$ cat src/rtl/uart_div_engine_if.sv
// Byte-level UART handshake between the division engine and the board's uart_rx/uart_tx blocks.
// The engine connects through the slave modport; the UART side (or a bench) drives through master.
interface uart_div_engine_if;
  logic       rx_valid;
  logic [7:0] rx_data;
  logic       tx_busy;
  logic       tx_start;
  logic [7:0] tx_data;

  modport master (
    output rx_valid,
    output rx_data,
    output tx_busy,
    input  tx_start,
    input  tx_data
  );

  modport slave (
    input  rx_valid,
    input  rx_data,
    input  tx_busy,
    output tx_start,
    output tx_data
  );
endinterface

$ cat src/rtl/uart_div_engine.sv
// UART-attached restoring divider: gathers dividend/divisor bytes, divides over WIDTH cycles,
// then streams quotient, remainder and a status byte back out of the transmitter.
module uart_div_engine #(
  parameter int unsigned WIDTH      = 16,
  parameter int unsigned RX_TIMEOUT = 2_000_000,
  parameter int unsigned TX_GAP     = 166_576
) (
  input  logic               clk,
  input  logic               rst,
  uart_div_engine_if.slave   uart_io,
  output logic [WIDTH-1:0]   quotient_o,
  output logic [WIDTH-1:0]   remainder_o,
  output logic               div_zero_o,
  output logic               done_o,
  output logic               busy_o
);

  localparam int unsigned N  = WIDTH / 8;
  localparam int unsigned NB = 2 * N;
  localparam int unsigned CW = $clog2(NB + 1);
  localparam int unsigned DW = $clog2(WIDTH);
  localparam int unsigned GW = $clog2(TX_GAP);
  localparam int unsigned IW = (RX_TIMEOUT > 0) ? $clog2(RX_TIMEOUT + 1) : 1;

  localparam logic [1:0] StRx  = 2'd0;
  localparam logic [1:0] StDiv = 2'd1;
  localparam logic [1:0] StFin = 2'd2;
  localparam logic [1:0] StTx  = 2'd3;

  logic [1:0]         state_q, state_d;
  logic [CW-1:0]      byte_cnt_q, byte_cnt_d;
  logic [CW-1:0]      tx_idx_q, tx_idx_d;
  logic [IW-1:0]      idle_q, idle_d;
  logic [DW-1:0]      div_cnt_q, div_cnt_d;
  logic [GW-1:0]      gap_q, gap_d;
  logic [WIDTH-1:0]   dividend_q, dividend_d;
  logic [WIDTH-1:0]   divisor_q, divisor_d;
  logic [WIDTH-1:0]   quotient_q, quotient_d;
  logic [WIDTH-1:0]   remainder_q, remainder_d;
  logic [2*WIDTH-1:0] prem_q, prem_d;
  logic               div_zero_q, div_zero_d;
  logic [7:0]         tx_data_q, tx_data_d;

  logic               timeout_fire;
  logic [CW-1:0]      wr_idx;
  logic               wr_hi;
  logic [CW+2:0]      byte_sh;
  logic [WIDTH-1:0]   byte_mask;
  logic [WIDTH-1:0]   byte_val;
  logic [2*WIDTH-1:0] div_sh;
  logic [2*WIDTH-1:0] step;
  logic               trial_ge;
  logic               tx_start;
  logic [7:0]         status;
  logic [7:0]         cur_byte;

  // A byte arriving in the cycle the timeout fires starts a fresh frame at index 0.
  assign timeout_fire = (RX_TIMEOUT != 0) && (byte_cnt_q != '0) && (idle_q == IW'(RX_TIMEOUT));
  assign wr_idx       = timeout_fire ? '0 : byte_cnt_q;
  assign wr_hi        = wr_idx >= CW'(N);
  assign byte_sh      = {(wr_hi ? (wr_idx - CW'(N)) : wr_idx), 3'b000};
  assign byte_mask    = WIDTH'(8'hFF) << byte_sh;
  assign byte_val     = WIDTH'(uart_io.rx_data) << byte_sh;

  // The bit shifted out of the top acts as a carry so divisors near 2^WIDTH still divide exactly.
  always_comb begin
    div_sh   = {prem_q[2*WIDTH-2:0], 1'b0};
    trial_ge = prem_q[2*WIDTH-1] || (div_sh[2*WIDTH-1:WIDTH] >= divisor_q);
    step     = div_sh;
    if (trial_ge) begin
      step[2*WIDTH-1:WIDTH] = div_sh[2*WIDTH-1:WIDTH] - divisor_q;
      step[0]               = 1'b1;
    end
  end

  assign status   = div_zero_q ? 8'hEE : 8'h00;
  assign cur_byte = 8'({status, remainder_q, quotient_q} >> {tx_idx_q, 3'b000});
  assign tx_start = (state_q == StTx) && !uart_io.tx_busy && (gap_q == '0);

  always_comb begin
    state_d     = state_q;
    byte_cnt_d  = byte_cnt_q;
    tx_idx_d    = tx_idx_q;
    idle_d      = idle_q;
    div_cnt_d   = div_cnt_q;
    gap_d       = (gap_q != '0) ? gap_q - GW'(1) : gap_q;
    dividend_d  = dividend_q;
    divisor_d   = divisor_q;
    quotient_d  = quotient_q;
    remainder_d = remainder_q;
    prem_d      = prem_q;
    div_zero_d  = div_zero_q;
    tx_data_d   = tx_data_q;

    case (state_q)
      StRx: begin
        if (timeout_fire) begin
          byte_cnt_d = '0;
          idle_d     = '0;
          dividend_d = '0;
          divisor_d  = '0;
        end else if (byte_cnt_q != '0) begin
          idle_d = idle_q + IW'(1);
        end
        if (uart_io.rx_valid) begin
          idle_d = '0;
          if (wr_hi) begin
            divisor_d = (divisor_d & ~byte_mask) | byte_val;
          end else begin
            dividend_d = (dividend_d & ~byte_mask) | byte_val;
          end
          byte_cnt_d = wr_idx + CW'(1);
          if (wr_idx == CW'(NB - 1)) begin
            byte_cnt_d = '0;
            if (divisor_d == '0) begin
              quotient_d  = '1;
              remainder_d = dividend_d;
              div_zero_d  = 1'b1;
              state_d     = StFin;
            end else begin
              prem_d    = {{WIDTH{1'b0}}, dividend_d};
              div_cnt_d = '0;
              state_d   = StDiv;
            end
          end
        end
      end
      StDiv: begin
        prem_d    = step;
        div_cnt_d = div_cnt_q + DW'(1);
        // Results are registered on the last iteration so they are visible in the done cycle.
        if (div_cnt_q == DW'(WIDTH - 1)) begin
          div_cnt_d   = '0;
          quotient_d  = step[WIDTH-1:0];
          remainder_d = step[2*WIDTH-1:WIDTH];
          div_zero_d  = 1'b0;
          state_d     = StFin;
        end
      end
      StFin: begin
        tx_idx_d = '0;
        state_d  = StTx;
      end
      StTx: begin
        if (tx_start) begin
          tx_data_d = cur_byte;
          gap_d     = GW'(TX_GAP - 1);
          if (tx_idx_q == CW'(NB)) begin
            tx_idx_d = '0;
            state_d  = StRx;
          end else begin
            tx_idx_d = tx_idx_q + CW'(1);
          end
        end
      end
      default: state_d = StRx;
    endcase
  end

  always_ff @(posedge clk or posedge rst) begin
    if (rst) begin
      state_q     <= StRx;
      byte_cnt_q  <= '0;
      tx_idx_q    <= '0;
      idle_q      <= '0;
      div_cnt_q   <= '0;
      gap_q       <= '0;
      dividend_q  <= '0;
      divisor_q   <= '0;
      quotient_q  <= '0;
      remainder_q <= '0;
      prem_q      <= '0;
      div_zero_q  <= 1'b0;
      tx_data_q   <= 8'h00;
    end else begin
      state_q     <= state_d;
      byte_cnt_q  <= byte_cnt_d;
      tx_idx_q    <= tx_idx_d;
      idle_q      <= idle_d;
      div_cnt_q   <= div_cnt_d;
      gap_q       <= gap_d;
      dividend_q  <= dividend_d;
      divisor_q   <= divisor_d;
      quotient_q  <= quotient_d;
      remainder_q <= remainder_d;
      prem_q      <= prem_d;
      div_zero_q  <= div_zero_d;
      tx_data_q   <= tx_data_d;
    end
  end

  // tx_data follows the byte being launched and then holds until the next launch.
  assign uart_io.tx_start = tx_start;
  assign uart_io.tx_data  = tx_start ? cur_byte : tx_data_q;

  assign quotient_o  = quotient_q;
  assign remainder_o = remainder_q;
  assign div_zero_o  = div_zero_q;
  assign done_o      = (state_q == StFin);
  assign busy_o      = (state_q != StRx);

endmodule

$ cat src/flat_wrapper.sv
// flat-port wrapper written by rule: the top's interface ports become plain ports
module uart_div_engine_flat 
#(
  parameter int unsigned WIDTH      = 16,
  parameter int unsigned RX_TIMEOUT = 2_000_000,
  parameter int unsigned TX_GAP     = 166_576
)
  (clk, rst, quotient_o, remainder_o, div_zero_o, done_o, busy_o, uart_io_rx_valid, uart_io_rx_data, uart_io_tx_busy, uart_io_tx_start, uart_io_tx_data);
  uart_div_engine_if uart_io_i ();
  input  logic clk;
  input  logic rst;
  output logic [WIDTH-1:0] quotient_o;
  output logic [WIDTH-1:0] remainder_o;
  output logic div_zero_o;
  output logic done_o;
  output logic busy_o;
  input wire logic [$bits(uart_io_i.rx_valid)-1:0] uart_io_rx_valid;
  input wire logic [$bits(uart_io_i.rx_data)-1:0] uart_io_rx_data;
  input wire logic [$bits(uart_io_i.tx_busy)-1:0] uart_io_tx_busy;
  output wire logic [$bits(uart_io_i.tx_start)-1:0] uart_io_tx_start;
  output wire logic [$bits(uart_io_i.tx_data)-1:0] uart_io_tx_data;
  assign uart_io_i.rx_valid = uart_io_rx_valid;
  assign uart_io_i.rx_data = uart_io_rx_data;
  assign uart_io_i.tx_busy = uart_io_tx_busy;
  assign uart_io_tx_start = uart_io_i.tx_start;
  assign uart_io_tx_data = uart_io_i.tx_data;
  uart_div_engine #(.WIDTH(WIDTH), .RX_TIMEOUT(RX_TIMEOUT), .TX_GAP(TX_GAP)) u_core (.clk(clk), .rst(rst), .uart_io(uart_io_i), .quotient_o(quotient_o), .remainder_o(remainder_o), .div_zero_o(div_zero_o), .done_o(done_o), .busy_o(busy_o));
endmodule
$ cat config.mk
export PLATFORM = sky130hd
export DESIGN_NAME = uart_div_engine_flat
export DESIGN_NICKNAME = d
export VERILOG_FILES = /design/src/rtl/uart_div_engine_if.sv /design/src/rtl/uart_div_engine.sv /design/src/flat_wrapper.sv
export SDC_FILE = /design/constraint.sdc
export NUM_CORES = 1
export LEC_CHECK = 0
export CAP_MARGIN = 20
export CORE_MARGIN = 5
export CORE_UTILIZATION = 45
export DETAILED_ROUTE_END_ITERATION = 7
export HOLD_SLACK_MARGIN = 0.05
export MAX_ROUTING_LAYER = met4
export PLACE_DENSITY_LB_ADDON = 0.12
export SYNTH_ARGS = -nofsm -noshare
export SYNTH_HDL_FRONTEND = slang
export SYNTH_SLANG_ARGS = --single-unit
$ cat constraint.sdc
create_clock -name clk -period 8.5 [get_ports clk]
set_clock_uncertainty 0.15 [all_clocks]
set_input_delay 1.275 -clock clk [delete_from_list [all_inputs] [get_ports clk]]
set_output_delay 1.275 -clock clk [all_outputs]
set_load 0.02 [all_outputs]
==> metrics.csv <==
metric,value,unit
Residual DRC,0,
Worst Setup Path Type,register to primary output,
synthesized area per cell,9.383,µm²
Post-synth EDFFs,0,
final setup TNS,0,ns
power per cell area,388.7,nW/µm²
final worst-path cycle share,0.5827,
Worst Setup Start Kind,register,
RSZ-0062 raised after global routing,no,
Yosys Warn Count,0,
critical path's slowest cell,clkdlybuf4s50_1,
initial antenna violation count,2,
# Max-Cap Violations,0,
# hold bufs at CTS,0,
cell breakdown of the critical path,or4_1 > nor3_1 > nand4b_1 > or2_2 > o21ai_0 > clkdlybuf4s50_1,
Routability Congestion,0.9519,
Post-Route WL,23.08,mm
worst skew pair latency,0.43,ns
Tmin final,4.953,ns
Post-CTS Setup Inserts,0,
CTS Root Cell,clkbuf_16,
Top Ports,56,
outcome,finished clean,
Worst path max stage delay,0.64,ns
Initial DRT Pass Iterations,5,
asr flop ratio synth,1.000,
drt initial violations,500,
Std-Cell Rows,51,
element type at the critical path end,primary output,
CP arrival,3.53,ns
Max Clk Rate,201.9,MHz
"CP delay by family, top",simple AND/OR/NAND/NOR gates,
"Slew Viols, Final",0,
DR vias,6986,
clk buf depth,2,
IO buf count,55,
Syn Nets,979,
Post-Syn Instances,939,
area occupied by multi-input gates,4488,µm²
number of CTS-inserted buffers,17,
Worst-Margin Slew,1.114,ns
GRT overflow,0,
Clock Sinks,156,
crit-path max FO,34,
"Hold Vio Cnt, Final",0,
core area,19400,µm²
final cell count without fillers,1252,
share of cells above drive strength 1,0.08409,
Slew headroom,0.2572,
worst hold path class,register to register,
Synth Cell Area,8811,µm²
first-pass GRT wire length,37.53,mm
routed len/inst,18.43,µm
fin nets,1014,
Routed Antenna Nets,0,
Die Area,22480,µm²
Fillers,1838,
Tot GR Track Use,0.2201,
Layout area overhead,15.10,%
clock slew at reported path FFs,0.07,ns
diode count,0,
Synth Register Bits,156,
Critical Path RT,7.07,ns
worst setup margin,3.547,ns
worst path bufs/invs,1,
Pleak,4.610,nW
die width,149.9,µm
CTS tree,done,
Cell Count Post-Placement,1220,
Final setup viols,0,
vias in the first global route,6875,
FF/Latch Area,3904,µm²
H-tree levels,4,
largest net degree at the start of global routing,87,
pre-CTS WS,3.796,ns
vias per cell,5.580,
Die Y,149.9,µm
VDD IR max,0.1919,mV
post-DP HPWL,16.51,mm
post-synth cell types,72,
sequential area share after synthesis,0.4431,
Main synth FF type,dfrtp_1,
Initial Utilization,0.4542,
cts repair resizes,0,
## stage by stage
| step | hold WS [ns] | power, mW | cell area, µm² | util |
|---|---|---|---|---|
| global route | 0.3408 | 4.221 | 10140 | 0.5228 |
| detailed placement | 0.3079 | 3.146 | 9542 | 0.4919 |
| finish | 0.3135 | 3.942 | 10140 | 0.5228 |
| floorplan | 0.2833 | 2.531 | 8811 | - |
| CTS | 0.3208 | 3.949 | 10140 | 0.5228 |
| global placement | 0.3007 | 3.126 | 9542 | 0.4919 |
## cell type report
class / count / share of cell area
flip-flops and latches: 156 / 0.3849
well taps: 265 / 0.03270
repair buffers: 61 / 0.05873
inverters: 58 / 0.02196
clock inverters: 14 / 0.01678
multi-input cells: 680 / 0.4426
clock buffers: 18 / 0.04232
## flip-flops by register name, summed over array words and instances (netlist names)
| register | flops |
|---|---|
| u_core.tx_idx_q | 3 |
| u_core.div_zero_o | 1 |
| u_core.idle_q | 21 |
| u_core.div_cnt_q | 4 |
| u_core.prem_q | 32 |
| u_core.gap_q | 18 |
| u_core.byte_cnt_q | 3 |
| u_core.dividend_q | 16 |
| u_core.state_q | 2 |
| u_core.tx_data_q | 8 |
| u_core.divisor_q | 16 |
| u_core.quotient_o | 16 |
| u_core.remainder_o | 16 |
## power breakdown
group          total (mW)  internal, mW  switching, mW
logic                2.00         0.804           1.20
clock network       0.785         0.444          0.341
registers            1.16         0.961          0.197
total                3.94          2.21           1.73
## cells in the mapped netlist, types with 9 or more instances
cell type,count,area (µm²)
xnor2_1,15,131.4
nor2_1,67,251.5
xor2_1,19,166.4
nor3_1,21,105.1
a22o_1,19,166.4
mux2_4,15,225.2
mux2i_1,28,280.3
inv_1,57,214.0
a21oi_1,45,225.2
dfrtp_1,156,3904
and2_1,10,62.56
o21ai_0,89,445.4
nand2_1,128,480.5
ha_1,27,337.8
nand3_1,19,95.09
nand2b_1,9,56.30
o31ai_1,26,195.2
nand4_1,11,68.82
clkbuf_1,38,142.6
## layout by cell type, fill, tap and decap left out, types with 5 or more instances in the layout
cell type	Yosys	routed
ha_1	27	27
a22o_1	19	19
nand2b_1	9	9
a21o_1	7	7
dfrtp_1	156	156
clkdlybuf4s50_1	0	55
mux2_4	15	15
nand3_1	19	19
or4_1	6	6
o211ai_1	5	5
mux2i_1	28	28
and2_1	10	10
buf_4	1	6
or3_1	7	7
inv_1	57	56
nor2_1	67	67
xor2_1	19	19
a21oi_1	45	45
nand2_1	128	128
and3_1	7	7
nand4_1	11	11
o21ai_0	89	89
o31ai_1	26	26
o32ai_1	5	5
mux2_2	8	8
nor3_1	21	21
mux4_2	8	8
inv_6	0	6
xnor2_1	15	15
clkbuf_16	0	17
nor4_1	7	7
a31oi_1	6	6
## cells by family (layout without fill, tap and decap cells)
family                     Yosys count  after routing  share of synthesized area
and+or+nand+nor                    318            318                     0.1723
buffers and inverters              103            151                    0.04857
AOI/OAI and AO/OA                  241            241                     0.1737
DFF                                156            156                     0.4431
xor gates and xnor gates            34             34                    0.03380
adders and majority gates           28             28                    0.04061
muxes                               59             59                    0.08804
## metal layers
metal / GRT usage / vias to the layer above / routed length [µm]
met4: 0.07411 / 0 / 495
met1: 0.3068 / 3389 / 11420
li1: - / 3414 / -
met5: - / - / 0
met3: 0.04058 / 29 / 1023
met2: 0.3251 / 154 / 10140
## worst paths after layout
check	start	end	slack [ns]	cells past startpoint
max	u_core.gap_q[9]	uart_io_tx_data[2]	3.55	6
min	u_core.gap_q[12]	u_core.gap_q[12]	0.31	1
max reg2reg	u_core.idle_q[0]	u_core.remainder_o[3]	4.01	10
min reg2reg	u_core.gap_q[12]	u_core.gap_q[12]	0.31	1
max in group asynchronous	rst	u_core.divisor_q[1]	5.55	3
min in group asynchronous	rst	u_core.gap_q[6]	1.21	2
No activity file was read; power rests on OpenSTA's default activity.
